$ cat src/rtl/udp_multi_seq_pkg.sv
// Shared definitions for the multi-channel UDP frame sequencer.
package udp_multi_seq_pkg;

  typedef enum logic [2:0] {
    ST_IDLE,
    ST_WAIT_TICK,
    ST_ACQ_START,
    ST_ACQ_WAIT,
    ST_PKT_START,
    ST_PKT_WAIT,
    ST_TX_START,
    ST_TX_WAIT
  } seq_state_e;

  localparam int DEF_PERIOD  = 50000000;
  localparam int DEF_TIMEOUT = 1000000;
  localparam int FRAME_CNT_W = 16;
  localparam int ERR_CNT_W   = 8;

  // Error counter saturates instead of wrapping so a stuck link stays visible.
  function automatic logic [ERR_CNT_W-1:0] sat_inc(input logic [ERR_CNT_W-1:0] v);
    return (&v) ? v : v + 1'b1;
  endfunction

endpackage

$ cat src/rtl/udp_tick_gen.sv
// Frame tick generator: one-cycle tick every P_PERIOD clocks while enabled.
module udp_tick_gen #(
  parameter int P_PERIOD = 50000000
) (
  input  logic clk,
  input  logic a_rst_i,
  input  logic i_en,
  output logic o_tick
);
  localparam int CW = $clog2(P_PERIOD);

  logic [CW-1:0] cnt;

  // Count 0..P_PERIOD-1 while enabled; disabled holds the phase at zero.
  always_ff @(posedge clk or posedge a_rst_i) begin
    if (a_rst_i) begin
      cnt    <= '0;
      o_tick <= 1'b0;
    end else if (!i_en) begin
      cnt    <= '0;
      o_tick <= 1'b0;
    end else if (cnt == CW'(P_PERIOD - 1)) begin
      cnt    <= '0;
      o_tick <= 1'b1;
    end else begin
      cnt    <= cnt + 1'b1;
      o_tick <= 1'b0;
    end
  end
endmodule

$ cat src/rtl/udp_multi_seq.sv
// Periodic frame sequencer: acquire enabled channels, build packet, transmit.
module udp_multi_seq
  import udp_multi_seq_pkg::*;
#(
  parameter int N_CH      = 4,
  parameter int P_PERIOD  = DEF_PERIOD,
  parameter int P_TIMEOUT = DEF_TIMEOUT,
  parameter int CHW       = (N_CH > 1) ? $clog2(N_CH) : 1
) (
  input  logic                   clk,
  input  logic                   a_rst_i,
  input  logic                   i_ready,
  input  logic [N_CH-1:0]        i_ch_en,
  output logic                   o_acq_start,
  output logic [CHW-1:0]         o_acq_ch,
  input  logic                   i_acq_end,
  output logic                   o_pkt_start,
  input  logic                   i_pkt_end,
  output logic                   o_tx_start,
  input  logic                   i_tx_end,
  output logic                   o_busy,
  output logic                   o_timeout,
  output logic                   o_overrun,
  output logic [FRAME_CNT_W-1:0] o_frame_cnt,
  output logic [ERR_CNT_W-1:0]   o_err_cnt
);
  localparam int TW = $clog2(P_TIMEOUT + 1);

  seq_state_e     state;
  logic [N_CH-1:0] mask;
  logic [TW-1:0]  phase_cnt;
  logic           tick;
  logic           first_ok, nxt_ok, expired;
  logic [CHW-1:0] first_ch, nxt_ch;

  udp_tick_gen #(.P_PERIOD(P_PERIOD)) u_tick (
    .clk     (clk),
    .a_rst_i (a_rst_i),
    .i_en    (i_ready),
    .o_tick  (tick)
  );

  // Lowest enabled channel of the incoming mask, and next one above the current channel.
  always_comb begin
    first_ok = 1'b0;
    first_ch = '0;
    nxt_ok   = 1'b0;
    nxt_ch   = '0;
    for (int i = N_CH - 1; i >= 0; i--) begin
      if (i_ch_en[i]) begin
        first_ok = 1'b1;
        first_ch = CHW'(i);
      end
      if (mask[i] && (i > int'(o_acq_ch))) begin
        nxt_ok = 1'b1;
        nxt_ch = CHW'(i);
      end
    end
  end

  // The START cycle counts as the first clock of a phase.
  assign expired = (phase_cnt >= TW'(P_TIMEOUT - 1));

  // Sequencer FSM with registered pulses and counters.
  always_ff @(posedge clk or posedge a_rst_i) begin
    if (a_rst_i) begin
      state       <= ST_IDLE;
      mask        <= '0;
      phase_cnt   <= '0;
      o_acq_start <= 1'b0;
      o_acq_ch    <= '0;
      o_pkt_start <= 1'b0;
      o_tx_start  <= 1'b0;
      o_busy      <= 1'b0;
      o_timeout   <= 1'b0;
      o_overrun   <= 1'b0;
      o_frame_cnt <= '0;
      o_err_cnt   <= '0;
    end else begin
      o_acq_start <= 1'b0;
      o_pkt_start <= 1'b0;
      o_tx_start  <= 1'b0;
      o_timeout   <= 1'b0;
      o_overrun   <= 1'b0;
      if (!i_ready) begin
        state    <= ST_IDLE;
        mask     <= '0;
        o_acq_ch <= '0;
        o_busy   <= 1'b0;
      end else begin
        // A tick during a frame is dropped; the frame carries on.
        if (tick && state != ST_IDLE && state != ST_WAIT_TICK) o_overrun <= 1'b1;
        case (state)
          ST_IDLE: state <= ST_WAIT_TICK;
          ST_WAIT_TICK: if (tick) begin
            mask <= i_ch_en;
            if (first_ok) begin
              o_acq_ch    <= first_ch;
              o_acq_start <= 1'b1;
              o_busy      <= 1'b1;
              phase_cnt   <= '0;
              state       <= ST_ACQ_START;
            end
          end
          ST_ACQ_START, ST_PKT_START, ST_TX_START: begin
            phase_cnt <= phase_cnt + 1'b1;
            state     <= seq_state_e'(state + 3'd1);
          end
          ST_ACQ_WAIT: begin
            if (i_acq_end) begin
              phase_cnt <= '0;
              if (nxt_ok) begin
                o_acq_ch    <= nxt_ch;
                o_acq_start <= 1'b1;
                state       <= ST_ACQ_START;
              end else begin
                o_pkt_start <= 1'b1;
                state       <= ST_PKT_START;
              end
            end else if (expired) begin
              o_timeout <= 1'b1;
              o_err_cnt <= sat_inc(o_err_cnt);
              o_busy    <= 1'b0;
              state     <= ST_WAIT_TICK;
            end else phase_cnt <= phase_cnt + 1'b1;
          end
          ST_PKT_WAIT: begin
            if (i_pkt_end) begin
              phase_cnt  <= '0;
              o_tx_start <= 1'b1;
              state      <= ST_TX_START;
            end else if (expired) begin
              o_timeout <= 1'b1;
              o_err_cnt <= sat_inc(o_err_cnt);
              o_busy    <= 1'b0;
              state     <= ST_WAIT_TICK;
            end else phase_cnt <= phase_cnt + 1'b1;
          end
          ST_TX_WAIT: begin
            if (i_tx_end) begin
              o_frame_cnt <= o_frame_cnt + 1'b1;
              o_busy      <= 1'b0;
              state       <= ST_WAIT_TICK;
            end else if (expired) begin
              o_timeout <= 1'b1;
              o_err_cnt <= sat_inc(o_err_cnt);
              o_busy    <= 1'b0;
              state     <= ST_WAIT_TICK;
            end else phase_cnt <= phase_cnt + 1'b1;
          end
          default: state <= ST_IDLE;
        endcase
      end
    end
  end
endmodule
$ cat config.mk
export PLATFORM = sky130hd
export DESIGN_NAME = udp_multi_seq
export DESIGN_NICKNAME = d
export VERILOG_FILES = /design/src/rtl/udp_multi_seq_pkg.sv /design/src/rtl/udp_tick_gen.sv /design/src/rtl/udp_multi_seq.sv
export SDC_FILE = /design/constraint.sdc
export NUM_CORES = 1
export LEC_CHECK = 0
export BUFFER_PORTS_ARGS = -buffer_cell sky130_fd_sc_hd__buf_2
export CORE_AREA = 5 5 100 102
export CTS_CLUSTER_DIAMETER = 30
export CTS_CLUSTER_SIZE = 14
export DETAILED_ROUTE_END_ITERATION = 7
export DIE_AREA = 0 0 105 107
export GPL_ROUTABILITY_DRIVEN = 0
export HOLD_SLACK_MARGIN = 0.03
export PLACE_DENSITY = 0.72
export REMOVE_ABC_BUFFERS = 1
export SKIP_CTS_REPAIR_TIMING = 1
export SYNTH_ARGS = -nofsm -noshare
export SYNTH_HDL_FRONTEND = slang
export SYNTH_SLANG_ARGS = --single-unit
$ cat constraint.sdc
create_clock -name clk -period 3 [get_ports clk]
set_input_delay 0.6 -clock clk [delete_from_list [all_inputs] [get_ports clk]]
set_output_delay 0.6 -clock clk [all_outputs]
set_load 0.05 [all_outputs]
; After elaboration in Yosys (flattened, before gate mapping)
; Index checks and enable logic that the tools add are counted.
[word_totals]
register_bits = 86
elab_cells = 143
inputBits = 10
out_inout_bits = 32
[op_classes]
muxes = 78
add_sub_neg = 5
eq_ne = 24
magnitude_cmp = 4
reduce_logical = 18
[ops]
columns = op, count
row1 = 2-to-1 mux 20 bit, 6
row2 = one-hot mux 20 bit (5 select lines), 1
row3 = 2-to-1 mux 26 bit, 2
row4 = 2-to-1 mux 8 bit, 5
row5 = 2-to-1 mux 1 bit, 35
row6 = adder 26 x 1 -> 26 bit (second input constant), 1
row7 = == test 26 bit (second input constant), 1
row8 = 2-to-1 mux 2 bit, 12
row9 = 2-to-1 mux 3 bit, 8
row10 = one-hot mux 8 bit (3 select lines), 1
row11 = adder 20 x 1 -> 20 bit (second input constant), 1
row12 = greater-or-equal comparator 20 bit (second input constant), 1
row13 = AND reduction 5 bit, 4
row14 = one-hot mux 3 bit (6 select lines), 1
row15 = adder 16 x 1 -> 16 bit (second input constant), 1
row16 = inequality test 3 bit (second input constant), 5
row17 = == test 3 bit (second input constant), 4
row18 = 2-to-1 mux 4 bit, 3
row19 = adder 8 x 1 -> 8 bit (second input constant), 1
row20 = inequality test 2 bit (second input constant), 4
row21 = AND reduction 8 bit, 1
row22 = == test 3 x 2 -> 1 bit (second input constant), 2
row23 = inequality test 2 x 1 -> 1 bit (second input constant), 3
row24 = inequality test 3 x 1 -> 1 bit (second input constant), 2
row25 = other kinds (17), 24

; Depth between registers and ports, before layout
; Gate-level depths: netlist of run 1.
[logic_depth]
ltp_word = 9
depth_mapped = 11
depth_no_buf = 8

; By module
; From an unflattened synthesis of run 1, not the netlist that was laid out.
[hier_totals]
cells_unflattened = 486
area_unflattened_um2 = 4580.6
[modules_own_cells]
columns = mod, seq_area_each_um2, n_inst, cells_per_inst, area_each_um2
row1 = udp_multi_seq, 1451.4, 1, 340, 3175.5
row2 = udp_tick_gen, 675.6, 1, 146, 1405.1

; Least setup slack after synthesis of run 1
; Ideal clock, no wire load.
[synth_path]
kind = reg2reg
start = register state[0]
end = register phase_cnt[16]
synth_period_minus_slack_ns = 2.231
path_slack_ns = 0.769
path_buffers = 3
required_ns = 2.905
arrival_ns = 2.135
stages_incl_launch_ff = 11
setup_time_ns = 0.095
cell_sequence = dfrtp_1 > buf_2 > nand2_1 > inv_1 > ha_1 > clkbuf_1 > a21oi_1 > a211oi_1 > buf_2 > nand3_1 > o31ai_1
[synth_via]
elab_chain_cells = 4
elab_cells_between_ends = 14
classes_between = eq/ne: 10 / mux: 1 / reduce/logical: 3
[synth_lines]
columns = element, line_no
row1 = start: declaration, udp_multi_seq.sv:29  ; seq_state_e state;
row2 = start signal: assignment, udp_multi_seq.sv:107  ; state <= seq_state_e'(state + 3'd1);
row3 = == test 3 x 2 -> 1 bit or == test 3 bit (tied branches), udp_multi_seq.sv:93  ; case (state)
row4 = OR reduction 3 bit, udp_multi_seq.sv:93
row5 = nonzero test 5 bit (no line), n/a
row6 = AND reduction 5 bit (no line), n/a
row7 = end signal: assignment, udp_multi_seq.sv:106  ; phase_cnt <= phase_cnt + 1'b1;
row8 = end signal: assignment, udp_multi_seq.sv:125  ; end else phase_cnt <= phase_cnt + 1'b1;
row9 = end signal: assignment, udp_multi_seq.sv:137  ; end else phase_cnt <= phase_cnt + 1'b1;
row10 = end: declaration, udp_multi_seq.sv:31  ; logic [TW-1:0] phase_cnt;
; Parallel ways exist; a longest one is shown, timed or not.
; A chain may end at the register's enable or synchronous reset.

; Worst setup path in the final report of run 1
[layout_path]
start = register state[1]
end = register phase_cnt[7]
; The elaborated chain is that of the path after synthesis.

==> metrics.md, run 1 <==
| Metric | Value |
|---|---|
| Run status | `finished, final reports clean` |
| Slew @ Worst Pin | `753 ps` |
| Final Max Slew Viols | `0` |
| Power Density | `404 nW/um^2` |
| Core Footprint | `9020 sq um` |
| Die height | `107 um` |
| Cell Area, Synth | `4840 sq um` |
| Area of the multi-input gates | `2510 sq um` |
| Layout Cells excl Fill | `675` |
| Hold Fails Final Rpt | `0` |
| Yosys cell types | `67` |
| Root buf cell | `clkbuf_8` |
| First DRT Iteration DRCs | `359` |
| Skew final | `15.0 ps` |
| Area delta synth->final | `10.7%` |
| Nets@finish | `575` |
| Commonest cells after routing, fill and taps aside | `dfrtp_1 (85), nor2_1 (50), buf_2 (41)` |
| Synth Flop Type | `dfrtp_1` |
| Initial antenna violation count | `0` |
| Dpl hpwl | `8.02 mm` |
| Critical path type | `flip-flop to flip-flop` |
| Total wire length | `11.2 mm` |
| Vias per cell | `6.30` |
| Number of synthesized flops with an enable pin | `0` |
| Post-synthesis sequential element count | `85` |
| Ys Warns | `0` |
| Static Leakage | `0.00235 uW` |
| Total die area | `11200 sq um` |
| Met2 global-route usage | `0.335` |
| Deepest clock path buffer count | `2` |
| CTS tree | `built` |
| Cell Rows | `35` |
| Fraction of layout cells with a size suffix above 1 | `0.152` |
| Worst Hold Class | `input pin to asynchronous set/reset pin` |
| DRC viols | `0` |
| Filler cells | `785` |
| Buffers on Ports | `41` |
| Relative slew slack | `0.494` |
| Reg clk slew, reported paths | `110 ps` |
| Most common cell after layout, fill and taps aside | `dfrtp_1` |
| Crit path launch type | `flip-flop` |
| Grt total ovfl | `0` |
| Crit share post-route | `0.913` |
| Sequential fraction of the synthesis area | `0.440` |
| Global Route met3 Usage | `0.0385` |
| Fin Setup TNS | `0 ps` |
| Initial Util | `0.536` |
| CTS Buf Count | `9` |
| Max cap viols | `0` |
| Max IR drop VDD | `0.266 mV` |
| Placed insts | `659` |
| Req. time, crit path | `3230 ps` |
| First-pass detailed-route iteration total | `7` |
| CP endpoint kind | `flip-flop` |
| Synth Area per Inst | `9.35 sq um` |
| Fin crit period | `2740 ps` |
| Global-route wire length before repair | `19.4 mm` |
| Synth async-reset ratio | `1.00` |
| GRT Max-Usage Layer | `met2` |
| I/O pin total | `42` |
| Worst-Skew Late Latency | `370 ps` |
| Die width | `105 um` |
| H-tree levels | `3` |
| Max Clk Rate | `365 MHz` |
| RSZ-0062 raised after global routing | `false` |
| Vias in the first global route | `4114` |
| Global-route usage over all layers | `0.206` |
| DR WL/cell | `16.6 um` |
| Critical Path AT | `2970 ps` |
| Mapped Cells | `517` |
| CTS Sinks | `85` |
| Sequential cell area | `2130 sq um` |
| Via count | `4255` |
| Final ANT Viol Nets | `0` |
| Antenna Diode Count | `0` |
| Setup violations, final | `0` |
| Largest net degree at the start of global routing | `40` |
| CP max FO | `11` |
| Met1 Use GR | `0.279` |
==> Yosys cell counts (6+ instances only) <==
| cell | count | area, sq um |
|---|---|---|
| a21oi_1 | 16 | 80.1 |
| o211ai_1 | 6 | 45.0 |
| a41oi_1 | 7 | 61.3 |
| and3_1 | 21 | 131 |
| nor4_1 | 15 | 93.8 |
| o31ai_1 | 6 | 45.0 |
| nor3_1 | 10 | 50.1 |
| and2_1 | 6 | 37.5 |
| o21ai_0 | 18 | 90.1 |
| nand2_1 | 33 | 124 |
| ha_1 | 6 | 75.1 |
| dfrtp_1 | 85 | 2130 |
| xor2_1 | 15 | 131 |
| nand4_1 | 21 | 131 |
| inv_1 | 24 | 90.1 |
| xnor2_1 | 30 | 263 |
| buf_2 | 6 | 30.0 |
| nand3_1 | 36 | 180 |
| clkbuf_1 | 11 | 41.3 |
| nor2b_1 | 8 | 50.1 |
| nor2_1 | 50 | 188 |
==> sequential cells by signal, summed over array words and instances, names as in the netlist <==
name,count
mask,3
o_acq_ch,2
o_acq_start,1
o_busy,1
o_err_cnt,8
o_frame_cnt,16
o_overrun,1
o_pkt_start,1
o_timeout,1
o_tx_start,1
phase_cnt,20
state,3
u_tick.cnt,26
u_tick.o_tick,1
==> report_power, final <==
group | switching, uW | leakage, uW | internal, uW | total (uW)
Sequential | 23.5 | 0.00118 | 1160 | 1190
Clock | 484 | 0.000101 | 328 | 813
Combinational | 110 | 0.00107 | 51.6 | 162
==> cell type report <==
cell class                      instances  share of cell area
Sequential cell                        85               0.397
Timing Repair Buffer                   52              0.0538
Clock buffer                            9              0.0231
Multi-Input combinational cell        387               0.469
Clock inverter                          7              0.0138
Tap cell                              111              0.0259
Inverter                               24              0.0171
==> logic make-up (layout without fill, tap and decap cells) <==
logic type,Yosys count,after routing,synth area share
AOI/OAI and AO/OA,104,104,0.160
and+or+nand+nor,225,225,0.247
buffers and inverters,45,92,0.0411
adders and majority gates,6,6,0.0155
DFF,85,85,0.440
xor gates and xnor gates,45,45,0.0815
muxes,7,7,0.0150
==> stage by stage <==
| stage | util | hold slack, ps | setup slack [ps] | power, uW | area (sq um) |
|---|---|---|---|---|---|
| CTS | 0.593 | 324 | 290 | 2180 | 5350 |
| floorplan | - | 455 | 207 | 1310 | 4730 |
| global route | 0.593 | 355 | 31.3 | 2250 | 5350 |
| global placement | 0.571 | 460 | 550 | 1360 | 5150 |
| detailed placement | 0.571 | 473 | 365 | 1370 | 5150 |
| finish | 0.593 | 293 | 261 | 2160 | 5350 |
==> final timing paths <==
path,startpoint,end,slack [ps],depth (start not counted)
max,state[1]$_DFFE_PP0P_,phase_cnt[7]$_DFFE_PP0P_,260,8
min,a_rst_i,o_frame_cnt[12]$_DFFE_PP0P_,290,2
max reg2reg,state[1]$_DFFE_PP0P_,phase_cnt[7]$_DFFE_PP0P_,260,8
min reg2reg,u_tick.cnt[0]$_DFF_PP0_,u_tick.cnt[0]$_DFF_PP0_,490,1
max in group asynchronous,a_rst_i,o_overrun$_DFF_PP0_,2010,3
min in group clk,u_tick.cnt[0]$_DFF_PP0_,u_tick.cnt[0]$_DFF_PP0_,490,1
==> layer usage <==
metal  wire [um]  part of all wire  up-vias
li1            -                 -     1979
met1        5050              0.45     2073
met2        5210              0.47      174
met3         745             0.067       29
met4         189             0.017        0
met5           0                 0        -
==> critical path: stages, from the launching register on <==
cell and delay (ps):
dfrtp_1 500, nand2_1 140, inv_1 70, ha_1 310
nor2b_1 230, nor4_1 630, nor2_1 240, a2111oi_0 430
a21oi_1 70
Power figures use the tool's default switching activity.
==> run 2, diff against run 1 <==
- GPL_TIMING_DRIVEN: unset -> 0
- SETUP_SLACK_MARGIN: unset -> 0.5
==> run 2 against run 1 <==
- non-clock buffer count decreased by 3
- clock-buffer cell count increased by 2
- total power increased by 3.6%
- wire length decreased by 1.4%
- critical path depth increased by 2
- setup slack improved by 340 ps
- via count decreased by 1.4%
==> metrics.md, run 2 (same netlist as run 1, synthesis figures left out) <==
| Metric | Value |
|---|---|
| Run status | `finished, final reports clean` |
| P_sw | `582 uW` |
| CP max FO | `17` |
| Buffers on Ports | `41` |
| Largest net degree at the start of global routing | `70` |
| Skew final | `11.0 ps` |
| Critical path type | `flip-flop to flip-flop` |
| I/O pin total | `42` |
| CTS tree | `built` |
| Max reg flops | `26` |
| Critical Path AT | `2660 ps` |
| Core Footprint | `9020 sq um` |
| RSZ-0062 raised after global routing | `false` |
| Top flop regs | `u_tick.cnt: 26 flops, phase_cnt: 20 flops, o_frame_cnt: 16 flops` |
| Reg clk slew, reported paths | `100 ps` |
| Slew @ Worst Pin | `743 ps` |
| Internal Power | `1660 uW` |
| Grt total ovfl | `0` |
| Setup violations, final | `0` |
| Max cap viols | `0` |
| Req. time, crit path | `3270 ps` |
| Fin crit period | `2400 ps` |
| Crit share post-route | `0.799` |
| Area of the multi-input gates | `2600 sq um` |
| Total die area | `11200 sq um` |
| Hold Fails Final Rpt | `0` |
| Vias in the first global route | `3876` |
| Sw Share | `0.260` |
| Power Density | `408 nW/um^2` |
| DR WL/cell | `16.4 um` |
| Initial Util | `0.536` |
| Total wire length | `11.0 mm` |
| Final ANT Viol Nets | `0` |
| Dpl ws | `-291 ps` |
| Reg with most FFs | `u_tick.cnt` |
| Clk pwr share | `0.397` |
| Most common cell after layout, fill and taps aside | `dfrtp_1` |
| Cell Rows | `35` |
| Logic pwr share | `0.072` |
| Global-route usage over all layers | `0.199` |
| Initial antenna violation count | `0` |
| CTS Buf Count | `9` |
| Antenna Diode Count | `0` |
| Deepest clock path buffer count | `2` |
| Commonest cells after routing, fill and taps aside | `dfrtp_1 (82), nor2_1 (49), buf_2 (41)` |
| CTS Sinks | `85` |
| Worst-Skew Late Latency | `370 ps` |
| Minimum hold slack | `152 ps` |
| First DRT Iteration DRCs | `370` |
| Dpl hpwl | `7.49 mm` |
| Vias per cell | `6.24` |
| Final WS setup | `604 ps` |
| Max IR drop VDD | `0.218 mV` |
| Fin Setup TNS | `0 ps` |
| Fraction of layout cells with a size suffix above 1 | `0.171` |
| Filler cells | `737` |
| Relative slew slack | `0.501` |
| Final Max Slew Viols | `0` |
| Core Util, Final | `0.608` |
| H-tree levels | `3` |
| Die height | `107 um` |
| Sequential cell area | `2130 sq um` |
| Area delta synth->final | `13.5%` |
| Worst Hold Class | `input pin to asynchronous set/reset pin` |
| CP endpoint kind | `flip-flop` |
| Die width | `105 um` |
| Root buf cell | `clkbuf_8` |
| Register share of total power | `0.532` |
| Crit path launch type | `flip-flop` |
| Static Leakage | `0.00238 uW` |
| Nets@finish | `572` |
| Via count | `4194` |
| Max Clk Rate | `417 MHz` |
| First-pass detailed-route iteration total | `5` |
| Global-route wire length before repair | `18.8 mm` |
| DRC viols | `0` |
-- run 2: critical path: stages, from the launching register on --
cell and delay, ps:
dfrtp_2 500, nand2_1 100, inv_1 120, ha_2 330, nor2b_4 290, o31ai_4 100
a311oi_4 330, buf_12 190, buf_4 120, o311ai_0 130, o31ai_1 110
-- run 2: worst paths after layout --
path,from,to,slack (ps),depth (start not counted)
worst max register to register,state[0]$_DFFE_PP0P_,phase_cnt[16]$_DFFE_PP0P_,600,10
worst max-delay path,state[0]$_DFFE_PP0P_,phase_cnt[16]$_DFFE_PP0P_,600,10
min in group clk,o_frame_cnt[15]$_DFFE_PP0P_,o_frame_cnt[15]$_DFFE_PP0P_,480,1
worst min register to register,o_frame_cnt[15]$_DFFE_PP0P_,o_frame_cnt[15]$_DFFE_PP0P_,480,1
worst min-delay path,a_rst_i,u_tick.cnt[21]$_DFF_PP0_,150,2
max in group asynchronous,a_rst_i,state[0]$_DFFE_PP0P_,2250,3
-- run 2: final cells by class --
cell class | instances | area share
multi-input cells | 387 | 0.473
flip-flops and latches | 85 | 0.388
repair buffers | 49 | 0.0565
clock buffers | 11 | 0.0276
well taps | 111 | 0.0253
inverters | 24 | 0.0169
clock inverters | 5 | 0.0121
-- run 2: power by group through the flow --
stage / registers, uW / logic, uW / clock network [uW]
after CTS: 1190 / 155 / 900
after floorplan: 1210 / 98.9 / 0
after detailed placement: 1210 / 154 / 0
after global placement: 1210 / 146 / 0
final: 1190 / 161 / 888
after global routing: 1190 / 182 / 950
-- run 2: layer usage --
| layer | vias to the layer above | global-route usage | share of wire |
|---|---|---|---|
| met5 | - | 0 | 0 |
| met4 | 0 | 0.0630 | 0.014 |
| met3 | 20 | 0.0415 | 0.073 |
| met2 | 178 | 0.310 | 0.47 |
| met1 | 2019 | 0.280 | 0.44 |
| li1 | 1977 | - | - |
-- run 2: metrics by stage --
step,instances,area (sq um),power [uW]
floorplan,496,4730,1310
global placement,648,5070,1360
detailed placement,649,5110,1370
CTS,665,5320,2240
global route,672,5490,2330
finish,672,5490,2240
